===== config.mk =====
export PLATFORM = sky130hd
export DESIGN_NAME = nrisc_pc_stack
export DESIGN_NICKNAME = d
export VERILOG_FILES = /design/src/rtl/nrisc_pc_stack.sv
export SDC_FILE = /design/constraint.sdc
export NUM_CORES = 1
export LEC_CHECK = 0
export ABC_AREA = 1
export CORE_MARGIN = 8
export CORE_UTILIZATION = 64
export DETAILED_ROUTE_END_ITERATION = 12
export PLACE_DENSITY_LB_ADDON = 0.1
export SYNTH_ARGS = -nofsm -noshare
export SYNTH_HDL_FRONTEND = slang
export SYNTH_SLANG_ARGS = --single-unit

===== constraint.sdc =====
create_clock -name clk -period 7.5 [get_ports clk]
set_input_delay 1.5 -clock clk [delete_from_list [all_inputs] [get_ports clk]]
set_output_delay 1.5 -clock clk [all_outputs]
set_load 0.03 [all_outputs]

===== src/rtl/nrisc_pc_stack.sv =====
// Program counter plus return-address stack for the NRISC core.
// One operation per clock; CALL saves {PC+1, flags}, RET restores them.
module nrisc_pc_stack #(
   parameter int unsigned     TAM      = 16,
   parameter int unsigned     DEPTH    = 8,
   parameter int unsigned     FLAGS    = 3,
   parameter logic [TAM-1:0]  RESET_PC = '0,
   localparam int unsigned    SPW      = $clog2(DEPTH + 1)
) (
   input  logic             clk,
   input  logic             rst,
   input  logic [2:0]       pc_ctrl,
   input  logic [TAM-1:0]   target,
   input  logic [FLAGS-1:0] flags_in,
   input  logic             err_clr,
   output logic [TAM-1:0]   PC,
   output logic [FLAGS-1:0] flags_out,
   output logic             flags_restore,
   output logic [SPW-1:0]   sp,
   output logic             full,
   output logic             empty,
   output logic             overflow,
   output logic             underflow
);

   localparam int unsigned AW = (DEPTH > 1) ? $clog2(DEPTH) : 1;
   localparam int unsigned EW = TAM + FLAGS;

   typedef enum logic [2:0] {
      OpInc    = 3'b000,
      OpHold   = 3'b001,
      OpJump   = 3'b010,
      OpBranch = 3'b011,
      OpCall   = 3'b100,
      OpRet    = 3'b101
   } pc_op_e;

   pc_op_e           op;
   logic [TAM-1:0]   pc_q, pc_d, pc_inc;
   logic [SPW-1:0]   sp_q, sp_d;
   logic [FLAGS-1:0] flags_out_q, flags_out_d;
   logic             flags_restore_q, flags_restore_d;
   logic             overflow_q, overflow_d;
   logic             underflow_q, underflow_d;
   logic             push_en;
   logic [AW-1:0]    wr_idx, rd_idx;
   logic [EW-1:0]    rd_entry;

   // Storage is intentionally not reset; sp alone defines what is valid.
   logic [EW-1:0]    stack_q [DEPTH];

   assign op       = pc_op_e'(pc_ctrl);
   assign pc_inc   = pc_q + TAM'(1);
   assign wr_idx   = AW'(sp_q);
   assign rd_idx   = AW'(sp_q - SPW'(1));
   assign rd_entry = stack_q[rd_idx];

   assign full  = (sp_q == SPW'(DEPTH));
   assign empty = (sp_q == '0);

   always_comb begin
      pc_d            = pc_q;
      sp_d            = sp_q;
      flags_out_d     = flags_out_q;
      flags_restore_d = 1'b0;
      overflow_d      = overflow_q & ~err_clr;
      underflow_d     = underflow_q & ~err_clr;
      push_en         = 1'b0;

      case (op)
         OpInc:    pc_d = pc_inc;
         OpJump:   pc_d = target;
         OpBranch: pc_d = pc_q + target;
         OpCall: begin
            if (full) begin
               overflow_d = 1'b1;
            end else begin
               push_en = 1'b1;
               sp_d    = sp_q + SPW'(1);
               pc_d    = target;
            end
         end
         OpRet: begin
            if (empty) begin
               underflow_d = 1'b1;
            end else begin
               pc_d            = rd_entry[EW-1:FLAGS];
               flags_out_d     = rd_entry[FLAGS-1:0];
               sp_d            = sp_q - SPW'(1);
               flags_restore_d = 1'b1;
            end
         end
         default: ;
      endcase
   end

   always_ff @(posedge clk or negedge rst) begin
      if (!rst) begin
         pc_q            <= RESET_PC;
         sp_q            <= '0;
         flags_out_q     <= '0;
         flags_restore_q <= 1'b0;
         overflow_q      <= 1'b0;
         underflow_q     <= 1'b0;
      end else begin
         pc_q            <= pc_d;
         sp_q            <= sp_d;
         flags_out_q     <= flags_out_d;
         flags_restore_q <= flags_restore_d;
         overflow_q      <= overflow_d;
         underflow_q     <= underflow_d;
      end
   end

   always_ff @(posedge clk) begin
      if (push_en) begin
         stack_q[wr_idx] <= {pc_inc, flags_in};
      end
   end

   assign PC            = pc_q;
   assign sp            = sp_q;
   assign flags_out     = flags_out_q;
   assign flags_restore = flags_restore_q;
   assign overflow      = overflow_q;
   assign underflow     = underflow_q;

endmodule


==> impl_metrics.csv, run 1 <==
group,metric,value,unit
logic_synthesis,synth-edff-count,152,
placement,placed_cells_incl_taps,1124,
global_routing,grt_pass1_wl,36500,um
logic_synthesis,post-synth-top-area-fraction,51.8,%
critical_path,reg2reg_depth,12,
logic_synthesis,synth_largest_area_cell,"edfxtp_1",
logic_synthesis,synth_top_cells_by_area,"edfxtp_1 52%, nand2_1 8.6%, dfrtp_1 7.4%",
cts,postCtsSetupBuffers,0,
route,drc,0,
logic_synthesis,post_synth_inst_count,915,
global_routing,grtUsageTotal,26.6,%
logic_synthesis,yosysMostFrequentCell,"nand2_1",
route,drt-wirelength-per-cell,20.3,um
route,drt.antenna.violating_nets,0,
global_routing,antenna_found_initial,0,
timing,report.final.setup_viol,0,
logic_synthesis,synthesis.area,8810,um^2
cts,cts.root.buffer_cell,"clkbuf_16",
logic_synthesis,synth-async-reset-ratio,14.6,%
route,via_per_inst,6.06,
logic_synthesis,postSynthAreaPerCell,9.63,um^2
run_status,result_of_the_run,"finished clean",
timing,grt_setup_unrepaired,"no",
global_routing,grt.met2_usage,41.8,%
timing,max_freq,251,MHz
cts,clock_tree.htree_level_count,4,
floorplan,ios,53,
worst_hold_path,min_delay_worst_endpoint,"overflow$_DFF_PN0_",
logic_synthesis,synth_top_flop_cell,"edfxtp_1",
power,power.internal,2.27,mW
floorplan,die_h,133,um
critical_path,critPathRequiredTime,6.00,ns
timing,fin_hold_ws,0.485,ns
timing,finalClockSkew,0.00859,ns
floorplan,fp-row-count,43,
cts,worstSkewPairLatency,0.43,ns
placement,dp_hpwl,15300,um
critical_path,cp-end-kind,"primary output",
placement,placement.io_buffers,52,
cts,cts_tree,"yes",
timing,final-hold-violation-count,0,
critical_path,worstReg2RegStart,"sp[1]$_DFFE_PN0P_",
timing,timing.final.crit_share,53.1,%
power,switching_share,41.6,%
logic_synthesis,ys.warnings.count,0,
global_routing,grt_max_degree,90,
route,dr_total_vias,7010,
timing,maxSlewViolCount,0,
floorplan,die-area,17800,um^2
cts,post_cts_resize_count,0,
route,drt_first_pass_iters,5,
cts,cts.clk_slew.worst_paths,0.07,ns
timing,setup_tns,0,ns
placement,gp_congestion,0.938,
critical_path,worst_ep_arrival_time,2.48,ns
power,power.static_leakage,4.03,nW
floorplan,fp.dieW,133,um
critical_path,path_max_fanout,7,
final_layout,areaGrowthSynthToFinish,14.7,%
worst_hold_path,hold_path_startpoint,"overflow$_DFF_PN0_",
final_layout,drive_above_1_share,7.89,%
flow_run,max-cap-violations,0,
final_layout,layoutNonFillerInstCount,1156,
power,power_per_cell_area,384,nW/um^2
power,power,3.89,mW
cts,cts_bufs_inserted,17,
logic_synthesis,synth_cell_type_count,45,
timing,max_slew_margin,40.7,%
global_routing,gr-usage-met3,6.21,%
power,power_frac_seq,34.1,%
worst_hold_path,timing.hold.worst.class,"reg -> reg",
power,clock_power_share,24.1,%
critical_path,timing.rr.end,"PC[12]$_DFFE_PN0P_",
power,p_comb_share,41.8,%
global_routing,grt_busiest_layer,"met2",
final_layout,final_core_utilization,74.0,%
floorplan,effective_utilization_at_floorplan,64.5,%
cts,cts.hold.buffers_added,0,
global_routing,vias_in_the_first_global_route,6773,
cts,clock_sink_count,178,
final_layout,final_net_count,1007,
logic_synthesis,postSynthRegisterBits,178,
global_routing,gr-total-overflow,0,
logic_synthesis,yosysSeqAreaShare,59.2,%
power,power.switching,1.62,mW
worst_hold_path,hold-path-cell-count,2,
timing,finalWorstPathRequiredPeriod,3.98,ns
timing,worstMarginPinSlew,0.883,ns
route,detail_route.iter0.violations,883,
route,routed_wirelength,23500,um
logic_synthesis,synth.top_cells.by_count,"201 x nand2_1, 152 x edfxtp_1, 117 x nor2_1",
critical_path,critPathKind,"reg -> out",
power,ir_worst_vdd,0.000403,V
floorplan,design.core.area,13700,um^2
critical_path,startpoint_type,"flip-flop",
critical_path,reg2reg_setup_slack,4.46,ns
logic_synthesis,mappedNetlistNets,959,
cts,cts_max_path_buffers,2,
global_routing,met1_capacity_usage_during_global_routing,35.5,%
final_layout,num_antenna_cells,0,
layout make-up:
class | count | area [um^2]
clock buffers | 20 | 457
repair buffers | 65 | 618
well taps | 180 | 225
flip-flops and latches | 178 | 5220
fillers | 966 | 3560
clock inverters | 12 | 168
multi-input cells | 614 | 3100
inverters | 87 | 329
kinds of logic after synthesis:
logic type               count (synthesis)  synth area share [%]
AND/OR/NAND/NOR                        405                  19.7
adder cells (fa/ha/maj)                 19                  2.78
XOR/XNOR                                12                  1.28
buffers and inverters                  123                  6.08
AO/OA/AOI/OAI                          178                  11.0
flip-flops                             178                  59.2
per-stage QoR:
step / area [um^2] / setup slack [ns]
final: 10100 / 3.52
after global routing: 10100 / 3.39
after CTS: 10100 / 3.51
after detailed placement: 9480 / 3.57
after global placement: 9480 / 3.63
after floorplan: 8810 / 3.25
registers in the layout (all words and copies together), names as in the netlist:
name	flops
overflow	1
flags_out	3
flags_restore	1
underflow	1
stack_q	152
PC	16
sp	4
worst max-delay path, cell delays in order, from the launching register on:
cell and delay, ns:
dfrtp_1 0.47, inv_1 0.21, ha_1 0.32, nand2_4 0.10, nor2_4 0.23, clkdlybuf4s50_1 0.73
cells in the final DEF, fill, tap and decap left out, types with 2 or more instances in the layout:
| cell type | instances |
|---|---|
| nand3b_1 | 3 |
| nand2_4 | 2 |
| nor2_4 | 4 |
| dfrtp_1 | 25 |
| clkbuf_8 | 2 |
| nand3_1 | 44 |
| inv_1 | 82 |
| xor2_1 | 10 |
| bufinv_16 | 3 |
| o221ai_1 | 6 |
| nor3_1 | 6 |
| nor2_1 | 115 |
| inv_2 | 4 |
| buf_4 | 13 |
| o21ai_0 | 95 |
| or2_2 | 4 |
| nor2_2 | 3 |
| o22ai_1 | 18 |
| nor4_2 | 2 |
| nand4_1 | 9 |
| nor3b_1 | 2 |
| a22oi_1 | 2 |
| nor3_2 | 4 |
| clkdlybuf4s50_1 | 52 |
| clkinv_4 | 2 |
| edfxtp_1 | 152 |
| inv_6 | 5 |
| o21ai_2 | 2 |
| ha_1 | 18 |
| a21oi_1 | 44 |
| o21ai_1 | 7 |
| clkbuf_16 | 17 |
| nand2_1 | 201 |
routing by layer:
layer  vias up  wire length (um)
met3        40              2310
met2       420             11200
met5         -                 0
met1      3316              9470
met4         0               516
li1       3234                 -
power by group through the flow:
stage / Combinational, mW / Sequential, mW / Clock, mW
after floorplan: 0.990 / 1.41 / 0
after global placement: 1.54 / 1.34 / 0
after detailed placement: 1.56 / 1.34 / 0
after CTS: 1.59 / 1.32 / 0.945
after global routing: 1.77 / 1.33 / 0.979
final: 1.62 / 1.33 / 0.937
how the worst max path moves through the flow:
stage,start,end,depth (start not counted)
2_1_floorplan,pc_ctrl[1],stack_q[1][0]$_DFFE_PP_,5
3_3_place_gp,pc_ctrl[2],stack_q[6][12]$_DFFE_PP_,6
6_report,sp[1]$_DFFE_PN0P_,empty,5
4_1_cts,sp[1]$_DFFE_PN0P_,empty,5
3_5_place_dp,pc_ctrl[2],stack_q[1][15]$_DFFE_PP_,6
5_1_grt,sp[1]$_DFFE_PN0P_,empty,5
Power figures use the tool's default switching activity.
==> run 2, diff against run 1 <==
Settings changed: CORE_UTILIZATION 64 to 60.
Clock period 7.5 ns to 4 ns, I/O delays scaled along.
==> impl_metrics.csv, run 2 (synthesis gave the netlist of run 1 again) <==
group,metric,value,unit
route,drt-wirelength-per-cell,19.4,um
timing,finalClockSkew,0.00729,ns
floorplan,fp-row-count,44,
route,dr_total_vias,6859,
floorplan,effective_utilization_at_floorplan,61.1,%
final_layout,final_core_utilization,70.5,%
critical_path,cp-end-kind,"primary output",
floorplan,die-area,18800,um^2
timing,fin_hold_ws,0.501,ns
critical_path,critPathKind,"reg -> out",
final_layout,areaGrowthSynthToFinish,15.4,%
critical_path,startpoint_type,"flip-flop",
final_layout,fillers,1045,
final_layout,max_flop_register,"stack_q",
cts,post_cts_resize_count,0,
worst_hold_path,timing.hold.worst.class,"reg -> reg",
floorplan,ios,53,
floorplan,die_h,137,um
global_routing,grt_pass1_wl,35400,um
timing,final-hold-violation-count,0,
placement,dp_hpwl,15500,um
cts,cts.hold.buffers_added,0,
timing,finalWorstPathRequiredPeriod,3.29,ns
timing,report.final.setup_viol,0,
final_layout,flip_flop_count_of_the_largest_register_after_layout,152,
final_layout,most_common_cell_after_layout_fill_and_taps_aside,"nand2_1",
flow_run,max-cap-violations,0,
route,detail_route.iter0.violations,770,
final_layout,drive_above_1_share,8.26,%
placement,placement.io_buffers,52,
cts,cts.root.buffer_cell,"clkbuf_16",
final_layout,layoutNonFillerInstCount,1165,
cts,cts_bufs_inserted,17,
final_layout,num_antenna_cells,0,
cts,clock_tree.htree_level_count,4,
timing,max_slew_margin,30.2,%
global_routing,antenna_found_initial,0,
floorplan,fp.dieW,137,um
run_status,result_of_the_run,"finished clean",
cts,cts.clk_slew.worst_paths,0.07,ns
global_routing,gr-total-overflow,0,
cts,cts_tree,"yes",
timing,max_freq,304,MHz
global_routing,grt_max_degree,90,
final_layout,layout.cell_area.non_filler,10200,um^2
timing,timing.final.crit_share,82.3,%
final_layout,final_net_count,1012,
power,ir_worst_vdd,0.000561,V
placement,place_area,9570,um^2
placement,gp_congestion,0.923,
critical_path,critPathRequiredTime,3.20,ns
route,drt_first_pass_iters,6,
timing,grt_setup_unrepaired,"no",
final_layout,mostFrequentLayoutCells,"201 x nand2_1, 152 x edfxtp_1, 114 x nor2_1",
route,via_per_inst,5.89,
critical_path,worst_ep_arrival_time,2.49,ns
floorplan,design.core.area,14400,um^2
cts,cts_max_path_buffers,2,
timing,maxSlewViolCount,0,
cts,worstSkewPairLatency,0.42,ns
placement,placed_cells_incl_taps,1133,
route,drc,0,
timing,worstMarginPinSlew,1.04,ns
critical_path,path_max_fanout,7,
power,power.static_leakage,4.05,nW
route,routed_wirelength,22600,um
power,power_per_cell_area,707,nW/um^2
cts,clock_sink_count,178,
cts,postCtsSetupBuffers,0,
route,drt.antenna.violating_nets,0,
global_routing,grtUsageTotal,24.9,%
global_routing,vias_in_the_first_global_route,6465,
## run 2: changes by cell type in the layout (fill, tap and decap cells not counted), sizes merged
cell      change
buf           +5
clkbuf        -3
clkinv        +3
clkinvlp      +1
inv           -1
## run 2: worst paths after layout
check | start | end | slack (ns) | cells past startpoint
max reg2reg | sp[1]$_DFFE_PN0P_ | PC[12]$_DFFE_PN0P_ | 1.34 | 12
min in group asynchronous | rst | PC[12]$_DFFE_PN0P_ | 0.94 | 1
min | overflow$_DFF_PN0_ | overflow$_DFF_PN0_ | 0.50 | 2
min reg2reg | overflow$_DFF_PN0_ | overflow$_DFF_PN0_ | 0.50 | 2
max in group asynchronous | rst | sp[1]$_DFFE_PN0P_ | 2.35 | 2
max | sp[1]$_DFFE_PN0P_ | empty | 0.71 | 5
## run 2: area by class of cell
| class | count | area [um^2] | share of cell area, % |
|---|---|---|---|
| well taps | 184 | 230 | 2.26 |
| multi-input cells | 614 | 3100 | 30.5 |
| flip-flops and latches | 178 | 5220 | 51.3 |
| clock inverters | 15 | 178 | 1.75 |
| repair buffers | 70 | 693 | 6.82 |
| inverters | 87 | 329 | 3.24 |
| clock buffers | 17 | 425 | 4.18 |
## run 2: where the power goes
part | leakage, nW | total (mW) | switching (mW) | internal, mW
Clock | 0.293 | 1.70 | 0.710 | 0.989
Sequential | 1.69 | 2.48 | 0.170 | 2.31
Combinational | 2.06 | 3.01 | 2.08 | 0.927
Total | 4.05 | 7.19 | 2.96 | 4.23
## run 2: through the flow
| stage | setup slack (ns) | setup TNS [ns] | power, mW |
|---|---|---|---|
| after floorplan | -0.229 | -8.72 | 4.50 |
| after global placement | 0.974 | 0 | 5.38 |
| after detailed placement | 0.897 | 0 | 5.46 |
| after CTS | 0.697 | 0 | 7.15 |
| after global routing | 0.596 | 0 | 7.59 |
| final | 0.706 | 0 | 7.19 |
## run 2: layer usage
layer | GRT usage [%] | vias up | part of all wire, %
li1 | - | 3228 | -
met1 | 35.0 | 3239 | 43
met2 | 38.8 | 357 | 47
met3 | 4.89 | 35 | 8.7
met4 | 6.88 | 0 | 1.3
met5 | 0 | - | 0
## run 2: critical path, stage by stage (launching register included)
cell             delay [ns]
dfrtp_1                0.48
inv_1                  0.23
ha_1                   0.30
nand2_4                0.09
nor2_4                 0.23
clkdlybuf4s50_1        0.73
